## src/rtl/vga_pkg.sv

```systemverilog
// vga_pkg: shared constants and types for the VGA sync alignment block
// Exports default coordinate widths, the maximum alignment delay,
// the {hs, vs, de} sync vector and the lock FSM state type.
package vga_pkg;
  localparam int XWidthDefault = 11;
  localparam int YWidthDefault = 10;
  localparam int MaxAlignDelay = 15;
  typedef struct packed {
    logic hs;
    logic vs;
    logic de;
  } sync_vec_t;
  typedef enum logic {
    SEEK,
    RUN
  } align_state_e;
endpackage

```

## src/rtl/vga_sync_align_if.sv

```systemverilog
// vga_sync_align_if: timing-flag inputs and aligned video outputs of vga_sync_align
// master: drives pix_en and the raw h/v de/syn/eol flags, receives outputs.
// slave:  consumes the flags, drives x/y/act/sof, hsync/vsync/de and err.
interface vga_sync_align_if
  import vga_pkg::*;
#(
  parameter int X_WIDTH = XWidthDefault,
  parameter int Y_WIDTH = YWidthDefault
);
  logic pix_en;
  logic h_de;
  logic h_syn;
  logic h_eol;
  logic v_de;
  logic v_syn;
  logic v_eol;
  logic [X_WIDTH-1:0] x;
  logic [Y_WIDTH-1:0] y;
  logic act;
  logic sof;
  logic hsync;
  logic vsync;
  logic de;
  logic err;
  modport master (
    output pix_en, h_de, h_syn, h_eol, v_de, v_syn, v_eol,
    input  x, y, act, sof, hsync, vsync, de, err
  );
  modport slave (
    input  pix_en, h_de, h_syn, h_eol, v_de, v_syn, v_eol,
    output x, y, act, sof, hsync, vsync, de, err
  );
endinterface

```

## src/rtl/vga_delay_line.sv

```systemverilog
// vga_delay_line: clock-enabled shift register with asynchronous reset value
// clk_i/rst_ni: clock, async active-low reset to RESET_VAL in every stage.
// en: advance strobe; d: stage input; q: last stage (d itself when DEPTH == 0).
module vga_delay_line #(
  parameter int               WIDTH     = 3,
  parameter int               DEPTH     = 2,
  parameter logic [WIDTH-1:0] RESET_VAL = '0
) (
  input  logic             clk_i,
  input  logic             rst_ni,
  input  logic             en,
  input  logic [WIDTH-1:0] d,
  output logic [WIDTH-1:0] q
);
  if (DEPTH == 0) begin : g_wire
    assign q = d;
  end else begin : g_shift
    logic [DEPTH-1:0][WIDTH-1:0] stage;
    always_ff @(posedge clk_i or negedge rst_ni) begin
      if (!rst_ni) begin
        stage <= {DEPTH{RESET_VAL}};
      end else if (en) begin
        stage[0] <= d;
        for (int i = 1; i < DEPTH; i++) stage[i] <= stage[i-1];
      end
    end
    assign q = stage[DEPTH-1];
  end
endmodule

```

## src/rtl/vga_sync_align.sv

```systemverilog
// vga_sync_align: frame-locked pixel coordinates and delay-aligned sync/de outputs
// clk_i/rst_ni: pixel clock, async active-low reset.
// vid (slave): pix_en + raw h/v de/syn/eol in; x/y/act/sof coordinates,
// polarity-applied hsync/vsync/de trailing by DELAY strobes, sticky err out.
module vga_sync_align
  import vga_pkg::*;
#(
  parameter int   X_WIDTH    = XWidthDefault,
  parameter int   Y_WIDTH    = YWidthDefault,
  parameter int   DELAY      = 2,
  parameter logic H_SYNC_POL = 1'b0,
  parameter logic V_SYNC_POL = 1'b0
) (
  input logic             clk_i,
  input logic             rst_ni,
  vga_sync_align_if.slave vid
);
  align_state_e state_q, state_d;
  logic [X_WIDTH-1:0] x_cnt, x_d, x_q;
  logic [Y_WIDTH-1:0] y_cnt, y_d, y_q;
  logic run, line_end, accept, x_full, y_full, err_set;
  logic act_q, sof_q, err_q;
  sync_vec_t raw, sync_q, sync_dl;
  always_ff @(posedge clk_i or negedge rst_ni) begin
    if (!rst_ni) state_q <= SEEK;
    else state_q <= state_d;
  end
  // Lock on the frame boundary; once running, only reset returns to SEEK.
  always_comb begin
    run      = state_q == RUN;
    state_d  = (!run && vid.pix_en && vid.h_eol && vid.v_eol) ? RUN : state_q;
    line_end = run && vid.pix_en && vid.h_eol;
    // Line end wins over a simultaneous de, so that pixel is dropped.
    accept   = run && vid.pix_en && vid.h_de && vid.v_de && !vid.h_eol;
    x_full   = &x_cnt;
    y_full   = &y_cnt;
    x_d      = line_end ? '0 : (accept && !x_full) ? x_cnt + 1'b1 : x_cnt;
    y_d      = !line_end ? y_cnt : vid.v_eol ? '0 : (vid.v_de && !y_full) ? y_cnt + 1'b1 : y_cnt;
    err_set  = (accept && x_full) || (line_end && vid.v_de && !vid.v_eol && y_full) ||
               (run && vid.h_de && vid.h_eol);
    raw      = run ? {vid.h_syn, vid.v_syn, vid.h_de && vid.v_de} : '0;
  end
  always_ff @(posedge clk_i or negedge rst_ni) begin
    if (!rst_ni) begin
      x_cnt  <= '0;
      y_cnt  <= '0;
      x_q    <= '0;
      y_q    <= '0;
      act_q  <= 1'b0;
      sof_q  <= 1'b0;
      err_q  <= 1'b0;
      sync_q <= '0;
    end else begin
      x_cnt <= x_d;
      y_cnt <= y_d;
      act_q <= accept;
      sof_q <= accept && x_cnt == '0 && y_cnt == '0;
      err_q <= err_q || err_set;
      if (accept) begin
        x_q <= x_cnt;
        y_q <= y_cnt;
      end
      if (vid.pix_en) sync_q <= raw;
    end
  end
  // Stages hold the pre-polarity vector, so an all-zero reset is the inactive level.
  vga_delay_line #(
    .WIDTH    ($bits(sync_vec_t)),
    .DEPTH    (DELAY),
    .RESET_VAL('0)
  ) u_delay (
    .clk_i (clk_i),
    .rst_ni(rst_ni),
    .en    (vid.pix_en),
    .d     (sync_q),
    .q     (sync_dl)
  );
  assign vid.x     = x_q;
  assign vid.y     = y_q;
  assign vid.act   = act_q;
  assign vid.sof   = sof_q;
  assign vid.err   = err_q;
  assign vid.hsync = sync_dl.hs ^ ~H_SYNC_POL;
  assign vid.vsync = sync_dl.vs ^ ~V_SYNC_POL;
  assign vid.de    = sync_dl.de;
endmodule

```

## src/flat_wrapper.sv

```systemverilog
// flat-port wrapper written by rule: the top's interface ports become plain ports
module vga_sync_align_flat import vga_pkg::*;
#(
  parameter int   X_WIDTH    = XWidthDefault,
  parameter int   Y_WIDTH    = YWidthDefault,
  parameter int   DELAY      = 2,
  parameter logic H_SYNC_POL = 1'b0,
  parameter logic V_SYNC_POL = 1'b0
)
  (clk_i, rst_ni, vid_pix_en, vid_h_de, vid_h_syn, vid_h_eol, vid_v_de, vid_v_syn, vid_v_eol, vid_x, vid_y, vid_act, vid_sof, vid_hsync, vid_vsync, vid_de, vid_err);
  vga_sync_align_if #(.X_WIDTH(X_WIDTH), .Y_WIDTH(Y_WIDTH)) vid_i ();
  input logic clk_i;
  input logic rst_ni;
  input wire logic [$bits(vid_i.pix_en)-1:0] vid_pix_en;
  input wire logic [$bits(vid_i.h_de)-1:0] vid_h_de;
  input wire logic [$bits(vid_i.h_syn)-1:0] vid_h_syn;
  input wire logic [$bits(vid_i.h_eol)-1:0] vid_h_eol;
  input wire logic [$bits(vid_i.v_de)-1:0] vid_v_de;
  input wire logic [$bits(vid_i.v_syn)-1:0] vid_v_syn;
  input wire logic [$bits(vid_i.v_eol)-1:0] vid_v_eol;
  output wire logic [$bits(vid_i.x)-1:0] vid_x;
  output wire logic [$bits(vid_i.y)-1:0] vid_y;
  output wire logic [$bits(vid_i.act)-1:0] vid_act;
  output wire logic [$bits(vid_i.sof)-1:0] vid_sof;
  output wire logic [$bits(vid_i.hsync)-1:0] vid_hsync;
  output wire logic [$bits(vid_i.vsync)-1:0] vid_vsync;
  output wire logic [$bits(vid_i.de)-1:0] vid_de;
  output wire logic [$bits(vid_i.err)-1:0] vid_err;
  assign vid_i.pix_en = vid_pix_en;
  assign vid_i.h_de = vid_h_de;
  assign vid_i.h_syn = vid_h_syn;
  assign vid_i.h_eol = vid_h_eol;
  assign vid_i.v_de = vid_v_de;
  assign vid_i.v_syn = vid_v_syn;
  assign vid_i.v_eol = vid_v_eol;
  assign vid_x = vid_i.x;
  assign vid_y = vid_i.y;
  assign vid_act = vid_i.act;
  assign vid_sof = vid_i.sof;
  assign vid_hsync = vid_i.hsync;
  assign vid_vsync = vid_i.vsync;
  assign vid_de = vid_i.de;
  assign vid_err = vid_i.err;
  vga_sync_align #(.X_WIDTH(X_WIDTH), .Y_WIDTH(Y_WIDTH), .DELAY(DELAY), .H_SYNC_POL(H_SYNC_POL), .V_SYNC_POL(V_SYNC_POL)) u_core (.clk_i(clk_i), .rst_ni(rst_ni), .vid(vid_i));
endmodule
```

## config.mk

```make
export PLATFORM = sky130hd
export DESIGN_NAME = vga_sync_align_flat
export DESIGN_NICKNAME = d
export VERILOG_FILES = /design/src/rtl/vga_pkg.sv /design/src/rtl/vga_sync_align_if.sv /design/src/rtl/vga_delay_line.sv /design/src/rtl/vga_sync_align.sv /design/src/flat_wrapper.sv
export SDC_FILE = /design/constraint.sdc
export NUM_CORES = 1
export LEC_CHECK = 0
export CELL_PAD_IN_SITES_DETAIL_PLACEMENT = 1
export CELL_PAD_IN_SITES_GLOBAL_PLACEMENT = 1
export CORE_AREA = 2 2 83 85
export CTS_CLUSTER_SIZE = 28
export DETAILED_ROUTE_END_ITERATION = 10
export DIE_AREA = 0 0 85 87
export HOLD_SLACK_MARGIN = 0.15
export PLACE_DENSITY = 0.81
export SLEW_MARGIN = 0
export SYNTH_ARGS = -nofsm -noshare
export SYNTH_HDL_FRONTEND = slang
export SYNTH_SLANG_ARGS = --single-unit
```

## constraint.sdc

```tcl
create_clock -name clk_i -period 2.4 [get_ports clk_i]
set_input_delay 0.48 -clock clk_i [delete_from_list [all_inputs] [get_ports clk_i]]
set_output_delay 0.48 -clock clk_i [all_outputs]
set_load 0.02 [all_outputs]
```

# Word level (Yosys, flattened, before mapping)
# Index checks and enable logic that the tools add are counted.
dict set report word_totals {
  reg_bits 55
  inputBits 9
  output_inout_bits 27
}
dict set report op_classes {
  n_addsub 2
  mux 5
  n_bitwise 2
  n_reduce_logical 34
}
# op n
set op_table {}
lappend op_table {{11-bit two-way mux} 2}
lappend op_table {{10-bit two-way mux} 2}
lappend op_table {{1-bit logical AND} 19}
lappend op_table {{11-bit by 1-bit adder with 11-bit output, second input constant} 1}
lappend op_table {{11-bit zero test} 1}
lappend op_table {{11-bit AND reduction} 1}
lappend op_table {{10-bit by 1-bit adder with 10-bit output, second input constant} 1}
lappend op_table {{10-bit zero test} 1}
lappend op_table {{10-bit AND reduction} 1}
lappend op_table {{1-bit zero test} 5}
lappend op_table {{2-bit nonzero test} 2}
lappend op_table {{1-bit logical OR} 3}
lappend op_table {{3-bit two-way mux} 1}
lappend op_table {{1-bit NOT} 2}
lappend op_table {{2-bit AND reduction} 1}

# Logic depth before layout (Yosys ltp)
# Gate-level depths: netlist (run 1).
dict set report depth {
  word_depth 8
  ltp_mapped 8
  depth_no_buf 5
}

# Cells and area by module
# From an unflattened synthesis (run 1), not the netlist that was laid out.
dict set report unflattened {
  cells_unflattened 270
  area_unflattened_um2 2680.1
}
# module n_inst cells_per_inst area_per_inst_um2
set by_module_without_submodules {}
lappend by_module_without_submodules {vga_sync_align 1 254 2406.1}
lappend by_module_without_submodules {vga_delay_line 1 16 274.0}

# Worst setup path after synthesis (run 1)
# No wires, ideal clock.
dict set report synth_path {
  path_type {flip-flop to flip-flop}
  from {reg u_core.y_cnt[0]}
  to {reg u_core.y_cnt[3]}
  arrival_ns 1.574
  slack_ns 0.702
  path_stages_with_launch 7
  path_buffers 1
  cell_sequence {dfrtp_1 ha_1 nand3_4 or3_1 buf_6 and3_1 a211o_1}
}
dict set report synth_between {
  elab_chain_len 5
  word_cells_on_any_way 8
}
# element line_no
set synth_rtl {}
lappend synth_rtl {{start: declaration} vga_sync_align.sv:20} ;# logic [Y_WIDTH-1:0] y_cnt, y_d, y_q;
lappend synth_rtl {{start signal: assignment} vga_sync_align.sv:55} ;# y_cnt <= y_d;
lappend synth_rtl {{parallel branches: the longest is 5 deep, another holds 10-bit by 1-bit adder with 10-bit output} -}
# Parallel ways; which one is timed is not known. The select of a mux whose other input is x is not followed.
# A chain may end at the register's enable or synchronous reset.

# Final worst setup path (run 1)
dict set report layout_path {
  from {in vid_h_de}
  to {reg u_core.x_cnt[5]}
}
dict set report layout_between {
  elab_chain_len 5
}
# element line_no
set layout_rtl {}
lappend layout_rtl {{start: declaration} flat_wrapper.sv:15} ;# input wire logic [$bits(vid_i.h_de)-1:0] vid_h_de;
lappend layout_rtl {{1-bit logical AND (3 in a row)} vga_sync_align.sv:34} ;# accept = run && vid.pix_en && vid.h_de && vid.v_de && !vid.h_eol;
lappend layout_rtl {{1-bit logical AND} vga_sync_align.sv:37} ;# x_d = line_end ? '0 : (accept && !x_full) ? x_cnt + 1'b1 : x_cnt;
lappend layout_rtl {{2-bit nonzero test (no source line)} -}
lappend layout_rtl {{end signal: assignment} vga_sync_align.sv:45} ;# x_cnt <= '0;
lappend layout_rtl {{end signal: assignment} vga_sync_align.sv:54} ;# x_cnt <= x_d;
lappend layout_rtl {{end: declaration} vga_sync_align.sv:19} ;# logic [X_WIDTH-1:0] x_cnt, x_d, x_q;
# Every way passes these cells.

==> reports/metrics.cfg, run 1 <==
[die]
pin_count = 36
rows = 30
dieHeight_um = 87
core_area_um2 = 6570
initial_core_util = 0.408
dieArea_um2 = 7400
die_w_um = 85

[final_layout]
diodes = 0
nets = 327
drive_above_1_share = 0.114
syn_to_final_growth_pct = 20.7
fillers = 744

[critical_path]
reg2regPathDepth = 5
path_max_fanout = 5
max_stage_delay_ns = 0.49
worstPathRequired_ns = 2.58
end_kind = flop
crit_arrival_ns = 2.13
r2r_start = u_core.y_cnt[0]$_DFFE_PN0P_
worstSetupStartpointType = input port
timing.rr.end = u_core.y_cnt[3]$_DFFE_PN0P_
critPathSlowestCell = clkdlybuf4s50_1
crit_chain = clkdlybuf4s50_1, and3_1, nand3_1, o311ai_0, o41ai_1
rrSetupSlack_ns = 0.51
crit_type = in2reg

[drt]
vias = 2254
firstDrtPassIters = 4
detail_route.wl_per_cell_um = 17.1
viasPerCell = 5.71
drt-total-wl_um = 6750
drt-initial-drc-count = 181
drc = 0
ant_nets = 0

[logic_synthesis]
ys_ff_latch = 55
seq_area_frac_synth = 0.514
synth_common_cells = nand2_1 (60), dfrtp_1 (55), nand3_1 (15), o21ai_0 (15), inv_1 (12)
synth_ff_type = dfrtp_1
yosys_warnings = 0
yosys.area.top_type = dfrtp_1
ys_types = 53
synth.most_common_cell = nand2_1
synth_area_per_cell_um2 = 9.75
synth.area.top_cells = dfrtp_1 (51%), nand2_1 (8.4%), nand3_1 (2.8%)
synth_top_area_frac = 0.514
synth-edff-count = 0
synthCells = 275
synthArstFlopShare = 1.00
synth_area_um2 = 2680
synthesis.nets = 288

[clock_network]
cts.clk_slew.worst_paths_ns = 0.11
cts_tree = built
htreeDepth = 2
clockRootBuffer = clkbuf_8
cts_sinks = 55
clock_path_buffers = 2
cts_setup_buffers = 0
clk_latency_ns = 0.32
cts_hold_buf = 0
cts_resized = 0
cts_made_buffers = 5

[sta]
worst_clock_skew_ns = 0.00999
slew_viol_final = 0
slew_headroom = 0.567
setup_violations = 0
hold_viol_final = 0
max_slew.worst_pin.slew_ns = 0.645
worst_slack_ns = 0.450
grt_setup_unrepaired = no
max_freq_mhz = 513
min_period_over_period = 0.812
fin_setup_tns_ns = 0
fin_crit_ns = 1.95

[placed_design]
dpl_worst_slack_ns = 0.0969
dpl.hpwl_um = 4880
globalplace.congestion = 0.841
io_buffers = 35

[run]
drv_cap = 0

[global_route]
grt_usage = 0.200
grt_max_degree = 35
grt_pass1_vias = 2295
grt-ovfl-total = 0
grt_pass1_wl_um = 11600
antenna_found_initial = 0

[status]
status = completed

[hold_path]
worstHoldPathType = in2async

[power_and_ir_drop]
p_leak_uw = 0.00142
ir_worst_vdd_mv = 0.305
power.density_nw_per_um2 = 686

-- worst max-delay path by stage --
stage	start	endpoint	slack, ns	cells after the start
final	vid_h_de	u_core.x_cnt[5]$_DFFE_PN0P_	0.45	5
after global routing	vid_h_de	u_core.x_cnt[5]$_DFFE_PN0P_	0.25	5
after floorplan	u_core.y_cnt[0]$_DFFE_PN0P_	u_core.y_cnt[3]$_DFFE_PN0P_	0.70	6
after detailed placement	vid_h_de	u_core.x_cnt[5]$_DFFE_PN0P_	0.1	5
after global placement	vid_h_de	u_core.x_cnt[6]$_DFFE_PN0P_	0.22	5
after CTS	vid_h_de	u_core.x_cnt[5]$_DFFE_PN0P_	0.44	5
-- stage by stage --
step	util	area (um2)	instances	power [uW]	hold slack (ns)
after floorplan	-	2680	275	1440	0.184
after global routing	0.492	3230	395	2360	0.199
final	0.492	3230	395	2220	0.161
after detailed placement	0.478	3140	387	1700	0.468
after CTS	0.492	3230	395	2250	0.186
after global placement	0.478	3140	387	1680	0.463
-- cell families (layout without fill, tap and decap cells) --
kind of cell	after synthesis	in the layout	synth area share
AOI/OAI and AO/OA	58	58	0.153
adders and majority gates	4	4	0.0187
buffers and inverters	29	69	0.0537
DFF	55	55	0.514
muxes	5	5	0.0210
and+or+nand+nor	124	124	0.240
-- cell type report --
| type | count | area, um2 | area share |
|---|---|---|---|
| clock inverters | 3 | 25.0 | 0.00774 |
| repair buffers | 48 | 455 | 0.141 |
| well taps | 80 | 100 | 0.0309 |
| clock buffers | 5 | 68.8 | 0.0213 |
| inverters | 13 | 48.8 | 0.0151 |
| multi-input cells | 191 | 1160 | 0.359 |
| flip-flops and latches | 55 | 1380 | 0.426 |
-- placed cells by master (no fill, tap or decap), drive strengths merged, types with 3 or more instances in the layout --
cell type / n
a211o: 4
a21o: 3
a21oi: 10
a31oi: 3
and3: 6
buf: 14
clkbuf: 5
clkdlybuf4s50: 34
clkinv: 3
dfrtp: 55
ha: 4
inv: 12
mux2: 5
nand2: 61
nand3: 16
nand4: 3
nor2: 5
nor3: 8
nor4: 8
o21ai: 15
o311ai: 3
o31ai: 3
o41ai: 3
or4: 3
-- power by group --
group,switching [uW],internal [uW]
logic,284,239
registers,120,1040
clock network,326,209
-- flip-flops by register name (all words and copies together) (netlist names), 3 cells and up --
| name | count |
|---|---|
| u_core.sync_q | 3 |
| u_core.vid.x | 11 |
| u_core.u_delay.q | 3 |
| u_core.x_cnt | 11 |
| u_core.vid.y | 10 |
| u_core.y_cnt | 10 |
| u_core.u_delay.g_shift.stage | 3 |
-- worst max-delay path: cells and delay by family --
kind | cells | cell delay, ns
and+or+nand+nor | 2 | 0.55
buffers and inverters | 1 | 0.49
AOI/OAI and AO/OA | 2 | 0.60
-- per-layer routing --
| layer | part of all wire | vias up | GRT usage | wire [um] |
|---|---|---|---|---|
| met5 | 0 | - | 0 | 0 |
| met4 | 0.016 | 0 | 0.0620 | 105 |
| met3 | 0.047 | 10 | 0.0341 | 319 |
| met2 | 0.49 | 50 | 0.331 | 3330 |
| met1 | 0.44 | 1126 | 0.270 | 2990 |
| li1 | - | 1068 | - | - |
Note: power is estimated with default switching activity, not from simulation.
==> run 2: changes to the inputs <==
clock period = 1.8 ns   (was 2.4 ns; I/O delays follow)
==> run 2 against run 1 <==
Count of clock-buffer cells in the layout increased by 1; largest cell class unchanged; clock power increased by 63%; worst setup slack lost 0.38 ns; combinational power grew 60%; sequential power increased by 29%; die area stayed put; hold slack improved by 0.32 ns; non-clock buffer count rose by 22.
==> reports/metrics.cfg, run 2 (synthesis gave the netlist of run 1 again) <==
[power_and_ir_drop]
internal_power_uw = 2230  ; +50%
p_sw_frac = 0.306  ; -0.0236
pwr-share-clk = 0.271  ; +0.030
ir_worst_vdd_mv = 0.420  ; +37%
p_leak_uw = 0.00154  ; +8.6%
power_frac_seq = 0.468  ; -0.054
power.density_nw_per_um2 = 930  ; +36%
p_comb_frac = 0.261  ; +0.025
switchingPower_uw = 981  ; +34%

[clock_network]
clockRootBuffer = clkbuf_8
htreeDepth = 2  ; unchanged
cts_setup_buffers = 0  ; unchanged
cts_made_buffers = 5  ; unchanged
clk_latency_ns = 0.32  ; about the same
cts_tree = built
cts_sinks = 55  ; unchanged
cts.clk_slew.worst_paths_ns = 0.10  ; about the same
clock_path_buffers = 2  ; unchanged

[die]
core_area_um2 = 6570  ; unchanged
dieHeight_um = 87  ; unchanged
rows = 30  ; unchanged
dieArea_um2 = 7400  ; unchanged
die_w_um = 85  ; unchanged
pin_count = 36  ; unchanged
initial_core_util = 0.408  ; unchanged

[critical_path]
max_stage_delay_ns = 0.61  ; +0.12 ns
crit_path_end = vid_hsync
r2r_start = u_core.y_cnt[1]$_DFFE_PN0P_
rrSetupSlack_ns = 0.13  ; -0.38 ns
crit_arrival_ns = 1.37  ; -0.76 ns
crit_type = reg2out
crit_chain = inv_1, clkdlybuf4s50_1
worstSetupStartpointType = flop
timing.rr.end = u_core.y_cnt[6]$_DFFE_PN0P_
path_delay_family = buffers and inverters
path_buf_inv = 2  ; +1
worstPathRequired_ns = 1.44  ; -1.14 ns
path_depth = 2  ; -3
path_max_fanout = 2  ; -3
critPathSlowestCell = clkdlybuf4s50_1
reg2regPathDepth = 6  ; +1
end_kind = primary output
crit_start = u_core.u_delay.q[2]$_DFFE_PN0P_

[final_layout]
syn_to_final_growth_pct = 28.8
instances_no_fill = 417  ; +5.6%
nets = 349  ; +6.7%
layout_commonest_cell = nand2_1
final_cell_mix = nand2_1 (60), dfrtp_1 (55), clkdlybuf4s50_1 (34), buf_4 (33)
fillers = 746  ; +0.27%
diodes = 0  ; unchanged
drive_above_1_share = 0.181  ; +0.0667

[drt]
ant_nets = 0  ; unchanged
vias = 2294  ; +1.8%
viasPerCell = 5.50  ; -3.6%
drt-initial-drc-count = 125  ; -31%
drt-total-wl_um = 6850  ; +1.5%
firstDrtPassIters = 4  ; unchanged
drc = 0  ; unchanged
detail_route.wl_per_cell_um = 16.4  ; -3.8%

[hold_path]
hold_start = u_core.vid.x[8]$_DFFE_PN0P_
worstHoldPathType = reg2reg

[global_route]
grt_pass1_wl_um = 11600  ; -0.77%
grt_usage = 0.198  ; -0.00206
grt_max_degree = 56  ; +60%
antenna_found_initial = 0  ; unchanged
grt_pass1_vias = 2364  ; +3.0%
grt-ovfl-total = 0  ; unchanged

[sta]
hold_viol_final = 0  ; unchanged
min_period_over_period = 0.959
max_freq_mhz = 579
max_slew.worst_pin.slew_ns = 0.401  ; -0.243 ns
slew_viol_final = 0  ; unchanged
fin_crit_ns = 1.73
setup_violations = 0  ; unchanged
worst_slack_ns = 0.0741  ; -0.376 ns
worst_clock_skew_ns = 0.0117  ; +0.00169 ns
fin_setup_tns_ns = 0  ; unchanged
slew_headroom = 0.730  ; +0.163

[run]
drv_cap = 0  ; unchanged

[status]
status = completed

[placed_design]
io_buffers = 35  ; unchanged
placed_cells = 408  ; +5.4%
dpl.hpwl_um = 5020  ; +2.8%
dpl_worst_slack_ns = -0.263  ; -0.360 ns
globalplace.congestion = 0.887  ; +5.4%

run 2: changes by cell type in the layout (fill, tap and decap cells not counted), sizes merged:
cell         delta
dlygate4sd3     +1
clkinv          -1
buf            +21
bufinv          +1
clkbuf          +1
clkinvlp        -1
run 2: final cells by class:
class	instances	area, um2	share of cell area
Tap cell	80	100	0.0290
Sequential cell	55	1380	0.399
Clock buffer	6	82.6	0.0239
Clock inverter	2	35.0	0.0101
Timing Repair Buffer	70	623	0.181
Multi-Input combinational cell	191	1190	0.344
Inverter	13	48.8	0.0141
run 2: worst min path at each step:
stage / endpoint / slack [ns] / cells after the start
2_1_floorplan: u_core.run$_DFFE_PN0P_ / 0.06 / 0
3_3_place_gp: u_core.vid.y[8]$_DFFE_PN0P_ / 0.38 / 2
3_5_place_dp: u_core.vid.x[6]$_DFFE_PN0P_ / 0.38 / 2
4_1_cts: u_core.vid.x[8]$_DFFE_PN0P_ / 0.49 / 2
5_1_grt: u_core.vid.y[5]$_DFFE_PN0P_ / 0.52 / 2
6_report: u_core.vid.x[8]$_DFFE_PN0P_ / 0.48 / 2
run 2: through the flow:
step	hold slack [ns]	power (uW)	cell area, um2	util
floorplan	0.0644	1920	2680	-
global placement	0.383	2310	3300	0.502
detailed placement	0.382	2350	3300	0.502
CTS	0.491	3230	3430	0.522
global route	0.524	3390	3450	0.526
finish	0.484	3210	3450	0.526
run 2: worst reg2reg max path: cells and delay by family (launching register included):
family / cells / cell delay [ns]
AO/OA/AOI/OAI: 2 / 0.26
adder cells (fa/ha/maj): 1 / 0.19
buffers and inverters: 1 / 0.16
flip-flops: 1 / 0.44
AND/OR/NAND/NOR: 2 / 0.57
run 2: timing repair:
item / CTS / global route
endpoints found under the hold margin: 55 / 0
setup endpoints to repair: 1 / 5
gates resized for setup: 1 / 4
hold buffers: 1 / 0
run 2: power groups by stage:
stage	clock network (uW)	registers, uW	logic (uW)
after detailed placement	0	1520	824
after floorplan	0	1610	308
final	870	1500	838
after CTS	898	1500	837
after global routing	946	1520	925
after global placement	0	1510	799
run 2: metal layers:
layer,track usage,wire (um)
met1,0.255,3140
met5,0,0
met2,0.335,3330
met3,0.0313,225
met4,0.0794,158
